==> config.mk <==
export PLATFORM = sky130hd
export DESIGN_NAME = fetch_stage
export DESIGN_NICKNAME = d
export VERILOG_FILES = /design/src/rtl/fetch_stage_pkg.sv /design/src/rtl/fetch_buffer.sv /design/src/rtl/fetch_stage.sv
export SDC_FILE = /design/constraint.sdc
export NUM_CORES = 1
export LEC_CHECK = 0
export CAP_MARGIN = 15
export CORE_AREA = 2 2 125 139
export DETAILED_ROUTE_END_ITERATION = 7
export DIE_AREA = 0 0 127 141
export HOLD_SLACK_MARGIN = 0.05
export PLACE_DENSITY = 0.8
export SYNTH_ARGS = -nofsm -noshare
export SYNTH_HDL_FRONTEND = slang
export SYNTH_SLANG_ARGS = --single-unit
==> constraint.sdc <==
create_clock -name clk -period 2.03 [get_ports clk]
set_input_delay 0.3045 -clock clk [delete_from_list [all_inputs] [get_ports clk]]
set_output_delay 0.3045 -clock clk [all_outputs]
set_load 0.01 [all_outputs]
==> src/rtl/fetch_stage_pkg.sv <==
`default_nettype none
// ============================================================================
//  Module   : fetch_stage_pkg
//  Purpose  : Shared pipeline definitions: fetch FSM states, bubble word,
//             reset fetch address and RV32I major opcodes used by decode.
//  Revision : 1.0 - initial release
// ============================================================================
package fetch_stage_pkg;

    typedef enum logic [1:0] {
        S_IDLE = 2'd0,
        S_REQ  = 2'd1,
        S_WAIT = 2'd2,
        S_HOLD = 2'd3
    } fetch_state_t;

    localparam logic [31:0] c_nop_inst = 32'h0000_0013;
    localparam logic [31:0] c_reset_pc = 32'h0000_0000;

    localparam logic [6:0] c_opc_lui    = 7'b0110111;
    localparam logic [6:0] c_opc_auipc  = 7'b0010111;
    localparam logic [6:0] c_opc_jal    = 7'b1101111;
    localparam logic [6:0] c_opc_jalr   = 7'b1100111;
    localparam logic [6:0] c_opc_branch = 7'b1100011;
    localparam logic [6:0] c_opc_load   = 7'b0000011;
    localparam logic [6:0] c_opc_store  = 7'b0100011;
    localparam logic [6:0] c_opc_op_imm = 7'b0010011;
    localparam logic [6:0] c_opc_op     = 7'b0110011;
    localparam logic [6:0] c_opc_system = 7'b1110011;

    // Instruction fetches are word granular; low address bits are discarded.
    function automatic logic [31:0] word_align(input logic [31:0] addr);
        return addr & ~32'h0000_0003;
    endfunction

endpackage
`default_nettype wire

==> src/rtl/fetch_buffer.sv <==
`default_nettype none
// ============================================================================
//  Module   : fetch_buffer
//  Purpose  : One-entry skid buffer holding a fetched word while decode stalls.
//  Revision : 1.0 - initial release
// ============================================================================
module fetch_buffer
    import fetch_stage_pkg::*;
#(
    parameter logic [31:0] EMPTY_VALUE = c_nop_inst
) (
    input  logic        clk,
    input  logic        rst_n,
    input  logic        load,
    input  logic        clear,
    input  logic [31:0] din,
    output logic [31:0] dout
);

    logic [31:0] r_data;

    // Clear wins over load so a redirect always discards the parked word.
    always_ff @(posedge clk or negedge rst_n) begin
        if (!rst_n) begin
            r_data <= EMPTY_VALUE;
        end else if (clear) begin
            r_data <= EMPTY_VALUE;
        end else if (load) begin
            r_data <= din;
        end
    end

    assign dout = r_data;

endmodule
`default_nettype wire

==> src/rtl/fetch_stage.sv <==
`default_nettype none
// ============================================================================
//  Module   : fetch_stage
//  Purpose  : Instruction fetch: PC sequencing, single-outstanding memory
//             request FSM, stall/redirect handling and the IF/ID register.
//  Revision : 1.0 - initial release
// ============================================================================
module fetch_stage
    import fetch_stage_pkg::*;
#(
    parameter logic [31:0] RESET_PC = c_reset_pc,
    parameter logic [31:0] NOP_INST = c_nop_inst
) (
    input  logic        clk,
    input  logic        rst_n,
    input  logic        stall,
    input  logic        redirect_valid,
    input  logic [31:0] redirect_pc,
    output logic        imem_req,
    output logic [31:0] imem_addr,
    input  logic        imem_ready,
    input  logic        imem_rvalid,
    input  logic [31:0] imem_rdata,
    output logic        if_id_valid,
    output logic [31:0] if_id_inst,
    output logic [31:0] if_id_pc,
    output logic [31:0] if_id_pc4
);

    fetch_state_t r_state;
    fetch_state_t w_state_nxt;

    logic [31:0] r_pc;
    logic        r_discard;
    logic        r_if_valid;
    logic [31:0] r_if_inst;
    logic [31:0] r_if_pc;

    logic [31:0] w_pc_nxt;
    logic        w_discard_nxt;
    logic        w_if_valid_nxt;
    logic [31:0] w_if_inst_nxt;
    logic [31:0] w_if_pc_nxt;
    logic        w_deliver;
    logic [31:0] w_deliver_inst;
    logic        w_buf_load;
    logic        w_buf_clear;
    logic [31:0] w_buf_data;
    logic [31:0] w_redirect_pc;

    assign w_redirect_pc = word_align(redirect_pc);

    fetch_buffer #(
        .EMPTY_VALUE (NOP_INST)
    ) u_fetch_buffer (
        .clk   (clk),
        .rst_n (rst_n),
        .load  (w_buf_load),
        .clear (w_buf_clear),
        .din   (imem_rdata),
        .dout  (w_buf_data)
    );

    always_ff @(posedge clk or negedge rst_n) begin
        if (!rst_n) begin
            r_state    <= S_IDLE;
            r_pc       <= RESET_PC;
            r_discard  <= 1'b0;
            r_if_valid <= 1'b0;
            r_if_inst  <= NOP_INST;
            r_if_pc    <= 32'h0000_0000;
        end else begin
            r_state    <= w_state_nxt;
            r_pc       <= w_pc_nxt;
            r_discard  <= w_discard_nxt;
            r_if_valid <= w_if_valid_nxt;
            r_if_inst  <= w_if_inst_nxt;
            r_if_pc    <= w_if_pc_nxt;
        end
    end

    always_comb begin
        w_state_nxt    = r_state;
        w_pc_nxt       = r_pc;
        w_discard_nxt  = r_discard;
        w_if_valid_nxt = r_if_valid;
        w_if_inst_nxt  = r_if_inst;
        w_if_pc_nxt    = r_if_pc;
        w_deliver      = 1'b0;
        w_deliver_inst = imem_rdata;
        w_buf_load     = 1'b0;
        w_buf_clear    = 1'b0;

        if (redirect_valid) begin
            // Redirect overrides stall: flush IF/ID and restart at the target.
            w_pc_nxt       = w_redirect_pc;
            w_if_valid_nxt = 1'b0;
            w_if_inst_nxt  = NOP_INST;
            case (r_state)
                S_IDLE: w_state_nxt = S_REQ;
                S_REQ: begin
                    if (imem_ready) begin
                        w_discard_nxt = 1'b1;
                        w_state_nxt   = S_WAIT;
                    end
                end
                S_WAIT: begin
                    if (imem_rvalid) begin
                        w_discard_nxt = 1'b0;
                        w_state_nxt   = S_REQ;
                    end else begin
                        w_discard_nxt = 1'b1;
                    end
                end
                S_HOLD: begin
                    w_buf_clear = 1'b1;
                    w_state_nxt = S_REQ;
                end
                default: w_state_nxt = S_IDLE;
            endcase
        end else begin
            case (r_state)
                S_IDLE: w_state_nxt = S_REQ;
                S_REQ: begin
                    if (imem_ready) begin
                        w_state_nxt = S_WAIT;
                    end
                end
                S_WAIT: begin
                    if (imem_rvalid) begin
                        if (r_discard) begin
                            // Response belongs to a pre-redirect request.
                            w_discard_nxt = 1'b0;
                            w_state_nxt   = S_REQ;
                        end else if (stall) begin
                            w_buf_load  = 1'b1;
                            w_state_nxt = S_HOLD;
                        end else begin
                            w_deliver   = 1'b1;
                            w_state_nxt = S_REQ;
                        end
                    end
                end
                S_HOLD: begin
                    if (!stall) begin
                        w_deliver      = 1'b1;
                        w_deliver_inst = w_buf_data;
                        w_buf_clear    = 1'b1;
                        w_state_nxt    = S_REQ;
                    end
                end
                default: w_state_nxt = S_IDLE;
            endcase

            if (w_deliver) begin
                w_if_valid_nxt = 1'b1;
                w_if_inst_nxt  = w_deliver_inst;
                w_if_pc_nxt    = r_pc;
                w_pc_nxt       = r_pc + 32'd4;
            end else if (!stall) begin
                w_if_valid_nxt = 1'b0;
                w_if_inst_nxt  = NOP_INST;
            end
        end
    end

    assign imem_req    = (r_state == S_REQ);
    assign imem_addr   = r_pc;
    assign if_id_valid = r_if_valid;
    assign if_id_inst  = r_if_inst;
    assign if_id_pc    = r_if_pc;
    assign if_id_pc4   = r_if_pc + 32'd4;

endmodule
`default_nettype wire

==> results of run 1 <==
==> sequential cells by signal (all words and copies together), names as in the netlist <==
name,count
imem_addr,30
if_id_inst,32
r_discard,1
if_id_valid,1
u_fetch_buffer.dout,32
if_id_pc,30
r_state,2
==> cells by family (layout without fill, tap and decap cells) <==
kind of cell | count (synthesis) | count (layout)
compound gates | 118 | 120
xor+xnor | 34 | 34
fa+ha+maj | 5 | 5
buf+inv | 55 | 360
flops | 128 | 128
mux | 59 | 59
other cells | 1 | 6
simple gates | 290 | 290
==> power groups by stage <==
stage | logic [mW] | registers (mW) | clock network, mW
3_3_place_gp | 4.53 | 3.37 | 0
6_report | 4.61 | 3.40 | 3.21
2_1_floorplan | 1.41 | 3.76 | 0
5_1_grt | 4.93 | 3.45 | 3.38
4_1_cts | 4.46 | 3.36 | 3.26
3_5_place_dp | 4.61 | 3.39 | 0
==> final cells by class <==
cell class | instances | area share
inverters | 13 | 0.00465
multi-input cells | 514 | 0.328
clock inverters | 14 | 0.0170
clock buffers | 18 | 0.0418
well taps | 208 | 0.0248
flip-flops and latches | 128 | 0.306
repair buffers | 315 | 0.278
==> how the worst min path moves through the flow <==
stage           from        endpoint  slack (ps)  cells after the start
4_1_cts        rst_n  if_id_inst[22]         360                      2
3_3_place_gp   rst_n  if_id_inst[23]         240                      1
5_1_grt        rst_n  if_id_inst[22]         410                      2
6_report       rst_n  if_id_inst[22]         350                      2
3_5_place_dp   rst_n  if_id_inst[22]         240                      1
2_1_floorplan  rst_n  if_id_inst[10]           9                      0
==> through the flow <==
step           hold WS (ps)  utilization  cell area, um^2
2_1_floorplan          8.91            -             6570
3_3_place_gp            240        0.569             9460
3_5_place_dp            241        0.569             9460
4_1_cts                 362        0.615            10200
5_1_grt                 405        0.631            10500
6_report                353        0.631            10500
==> worst max-delay path: stages, from the launching register on <==
cell and delay (ps):
dfrtp_1 370, buf_4 130, ha_2 180, and4_4 250, nand4_1 170, buf_4 190, nor3_2 200, xor2_1 150
buf_2 140
==> layer usage <==
layer / track usage / vias to the layer above / routed length [um]
met5: 0 / - / 0
met4: 0.104 / 0 / 799
met3: 0.0493 / 60 / 1210
met2: 0.385 / 274 / 10700
met1: 0.270 / 3162 / 8350
li1: - / 3050 / -
==> layout by cell type (no fill, tap or decap), types with 4 or more instances in the layout <==
master           count
a21oi_1             19
a31oi_1             22
and4_1               8
buf_12              12
buf_2               27
buf_4               93
buf_6               18
clkbuf_16           17
clkdlybuf4s50_1    159
conb_1               6
dfrtp_1            120
dfstp_2              6
inv_1               10
inv_6                4
mux2_2              27
mux2i_1             32
nand2_1            130
nand3_1             38
nand4_1             17
nor2_1              27
nor3_4               7
o21ai_0             55
o31ai_1              9
or3_1               11
or4_1               10
xnor2_1             12
xnor2_2              5
xor2_1              17
==> what timing repair did <==
item	in CTS	in global routing
resized for setup	150	38
setup endpoints to repair	44	42
setup buffers	10	13
pin swaps	41	40
cloned	1	2
hold endpoints to repair	32	0
hold buffers	1	0
==> results.json, run 1 <==
{
  "status": "complete, but fails checks",
  "violations": "setup timing",
  "syn_area_um2": 6530,
  "rr_endpoint": "if_id_pc[25]",
  "synth_edf_count": 0,
  "insertion_delay_ps": 420,
  "place_inst": 1151,
  "final_nets": 1064,
  "synth_warnings": 0,
  "track_usage": 0.225,
  "reg2reg_from": "r_state[1]",
  "clk_pin_slew_worst_paths_ps": 60,
  "place_ws_ps": -485,
  "area_delta_synth_final_pct": 60.9,
  "p_switching_mw": 3.75,
  "synthAdderAreaFrac": 0.00959,
  "first_global_vias": 6325,
  "power_mw": 11.2,
  "p_int_mw": 7.47,
  "yosysTopAreaCellShare": 0.468,
  "rsz0062_at_grt": "yes",
  "cts_num_sinks": 128,
  "synth_area_per_cell_um2": 9.46,
  "initial_core_util": 0.392,
  "fin_crit_sh": 1.23,
  "yosysSeqAreaShare": 0.492,
  "drv_slew": 0,
  "dieHeight_um": 141,
  "fin_skew_ps": 9.39,
  "synthMuxAreaShare": 0.0957,
  "synthArstFlopShare": 1.00,
  "p_comb_frac": 0.411,
  "cts_root_buf": "clkbuf_16",
  "p_leak_nw": 4.60,
  "synth_area_leader_cell": "dfrtp_1",
  "core_area_um2": 16600,
  "worstSetupStartpoint": "if_id_pc[2]",
  "grt_pass1_wl_um": 31900,
  "multi_input_area_um2": 3440,
  "synth_xor_area_frac": 0.0456,
  "gr-total-overflow": 0,
  "synth-compound-area-share": 0.104,
  "max_freq_mhz": 400,
  "cellPowerDensity_nw_per_um2": 1070,
  "antennaDiodeCount": 0,
  "fin_setup_tns_ps": -7100,
  "hold_viol": 0,
  "nFillCells": 1311,
  "drt_first_pass_iters": 5,
  "critPathKind": "flop to output port",
  "wl_per_cell_um": 17.4,
  "cts_tree": "done",
  "drtIter0Drc": 420,
  "synth_common_cells": "134 x nand2_1, 122 x dfrtp_1, 55 x o21ai_0",
  "dieWidth_um": 127,
  "fin_cells": 1210,
  "synth_ff_type": "dfrtp_1",
  "cp-start-kind": "flop",
  "antenna_found_initial": 0,
  "reg2regPathDepth": 6,
  "clockBufferDepth": 2,
  "yosys_register_bits": 128,
  "via_count": 6546,
  "vdd_drop_max_uv": 567,
  "syn_inst": 690,
  "maxCapViolCount": 0,
  "crit_fanout": 3,
  "drcViolationCount": 0,
  "io_buffers": 191,
  "synth-simple-area-share": 0.215,
  "required_ps": 1730,
  "viasPerCell": 5.41,
  "place_hpwl_um": 14000,
  "h-tree-depth": 4,
  "end_kind": "output port",
  "setup_slack_ps": -469,
  "num_rows": 50,
  "yosysMostFrequentCell": "nand2_1",
  "ff_latch_area_um2": 3210,
  "switching_share": 0.334,
  "min_path_type": "input pin to asynchronous set/reset pin",
  "drive_gt1_frac": 0.264,
  "grt_max_degree": 53,
  "finalSetupViolations": 25,
  "drt-total-wl_um": 21100,
  "crit_arrival_ps": 2190,
  "cts_buffers": 17,
  "p_seq_frac": 0.303,
  "die-area_um2": 17900,
  "place_congestion": 0.860,
  "reg2reg_setup_slack_ps": 50,
  "antenna_left": 0,
  "critPathCapture": "if_id_pc4[30]",
  "ys_top_cells_by_area": "dfrtp_1 47%, nand2_1 7.7%, mux2i_1 4.9%, mux2_2 4.7%, o21ai_0 4.2%",
  "clkPwrFrac": 0.286,
  "ioPinCount": 200,
  "synth_cell_types": 45,
  "synth_top_family_by_area": "simple AND/OR/NAND/NOR gates",
  "fin_crit_ps": 2500
}
Note: power is estimated with default switching activity, not from simulation.
==> run 2: changes to the inputs <==
Settings changed: GPL_ROUTABILITY_DRIVEN from default to 1, PLACE_DENSITY 0.8 to default, PLACE_DENSITY_LB_ADDON from default to 0.05.
==> run 2 against run 1 <==
Against the previous run: the run still ends with setup timing left; clock power down 4%; cell area decreased by 0.60%; worst hold slack better by 34 ps; first-iteration DRC count decreased by 24%; critical endpoint is now if_id_pc4[28]; die area unchanged; worst setup slack gained 56 ps; maximum frequency grew 2.3%.
==> results.json, run 2 (synthesis results as in run 1) <==
{
  "die-area_um2": 17900,
  "hold_viol": 0,
  "rr_endpoint": "imem_addr[19]",
  "fin_crit_ps": 2440,
  "grt_pass1_wl_um": 33100,
  "violations": "setup timing",
  "fin_skew_ps": 6.48,
  "area_delta_synth_final_pct": 60.0,
  "nFillCells": 1415,
  "globalRoute.busiestLayer": "met2",
  "crit_fanout": 4,
  "setup_slack_ps": -413,
  "via_count": 6365,
  "grt_util_met2": 0.414,
  "ioPinCount": 200,
  "use_met1": 0.266,
  "drive_gt1_frac": 0.258,
  "grt_max_degree": 49,
  "cpMaxStageDelayCell": "dfrtp_1",
  "track_usage": 0.232,
  "required_ps": 1730,
  "fin_setup_tns_ps": -6990,
  "cts_buffers": 17,
  "path_cells": "ha_1 > and4_4 > nand4_1 > buf_4 > nor3_2 > xor2_1 > clkdlybuf4s15_2",
  "p_leak_nw": 4.48,
  "num_rows": 50,
  "drtIter0Drc": 318,
  "vdd_drop_max_uv": 683,
  "place_hpwl_um": 14500,
  "fin_crit_sh": 1.20,
  "gr-usage-met3": 0.0626,
  "crit_buf_inv": 2,
  "final_cell_mix": "159 x clkdlybuf4s50_1, 130 x nand2_1, 120 x dfrtp_1",
  "clockBufferDepth": 2,
  "power_mw": 11.0,
  "max_stage_delay_ps": 400,
  "viasPerCell": 5.34,
  "gr-total-overflow": 0,
  "clk_pin_slew_worst_paths_ps": 60,
  "crit_arrival_ps": 2140,
  "drv_slew": 0,
  "cellPowerDensity_nw_per_um2": 1050,
  "holdWs_ps": 386,
  "max_freq_mhz": 409,
  "maxCapViolCount": 0,
  "dieHeight_um": 141,
  "initial_core_util": 0.392,
  "status": "complete, but fails checks",
  "end_kind": "output port",
  "first_global_vias": 6427,
  "cpLargestDelayFamily": "simple AND/OR/NAND/NOR gates",
  "dieWidth_um": 127,
  "rsz0062_at_grt": "yes",
  "final_nets": 1047,
  "place_congestion": 0.845,
  "drt_first_pass_iters": 5,
  "h-tree-depth": 4,
  "reg2reg_from": "r_state[0]",
  "wl_per_cell_um": 17.7,
  "cts_root_buf": "clkbuf_16",
  "final_util": 0.627,
  "antenna_left": 0,
  "cts_tree": "done",
  "io_buffers": 191,
  "critPathKind": "flop to output port",
  "cp-start-kind": "flop",
  "layout_commonest_cell": "clkdlybuf4s50_1",
  "place_ws_ps": -489,
  "drt-total-wl_um": 21100,
  "reg2reg_setup_slack_ps": -10,
  "cts_num_sinks": 128,
  "drcViolationCount": 0,
  "insertion_delay_ps": 420,
  "core_area_um2": 16600,
  "antennaDiodeCount": 0,
  "antenna_found_initial": 0,
  "reg2regPathDepth": 7,
  "min_path_type": "input pin to asynchronous set/reset pin",
  "finalSetupViolations": 25
}
==> run 2: cell types whose count changed in the layout (fill, tap and decap cells not counted), sizes merged <==
cell and delta:
buf -29, clkdlybuf4s15 +11, clkbuf +2, a211o -1, bufinv -1, dlymetal6s2s +1, inv +1, a2111o -1
==> run 2: metal layers <==
| metal | vias up | routed length, um |
|---|---|---|
| li1 | 3003 | - |
| met1 | 3152 | 8370 |
| met2 | 176 | 11200 |
| met3 | 34 | 1090 |
| met4 | 0 | 479 |
| met5 | - | 0 |
==> run 2: final cells by class <==
class	instances	area [um^2]	area share
clock buffers	18	429	0.0411
clock inverters	14	158	0.0151
inverters	13	48.8	0.00467
multi-input cells	512	3450	0.331
flip-flops and latches	128	3210	0.308
well taps	208	260	0.0249
repair buffers	300	2880	0.275
==> run 2: per-stage QoR <==
stage               instances  instance area (um^2)
floorplan                 695                  6570
global placement         1142                  9340
detailed placement       1142                  9340
CTS                      1184                 10100
global route             1193                 10400
finish                   1193                 10400
==> run 2: how the worst max path moves through the flow <==
stage                       startpoint             to  slack, ps  depth (start not counted)
final                      if_id_pc[3]  if_id_pc4[28]       -410                          7
after global routing       if_id_pc[3]  if_id_pc4[23]       -560                          6
after CTS                  if_id_pc[3]  if_id_pc4[23]       -460                          6
after detailed placement   if_id_pc[3]  if_id_pc4[23]       -490                          5
after global placement    if_id_pc[18]  if_id_pc4[27]       -460                          7
after floorplan            if_id_pc[2]  if_id_pc4[23]         10                          4
==> run 2: power breakdown <==
| part | leakage [nW] | internal (mW) | switching, mW | total (mW) |
|---|---|---|---|---|
| clock network | 0.278 | 1.83 | 1.24 | 3.07 |
| registers | 1.62 | 3.02 | 0.371 | 3.39 |
| logic | 2.58 | 2.45 | 2.06 | 4.52 |
==> run 2: timing repair <==
item / in CTS / in global routing
resized for setup: 140 / 34
hold buffers: 1 / 0
pin swaps: 25 / 35
buffers inserted: 8 / 6
cloned: 1 / 3
endpoints found under the hold margin: 46 / 0
setup endpoints to repair: 36 / 52
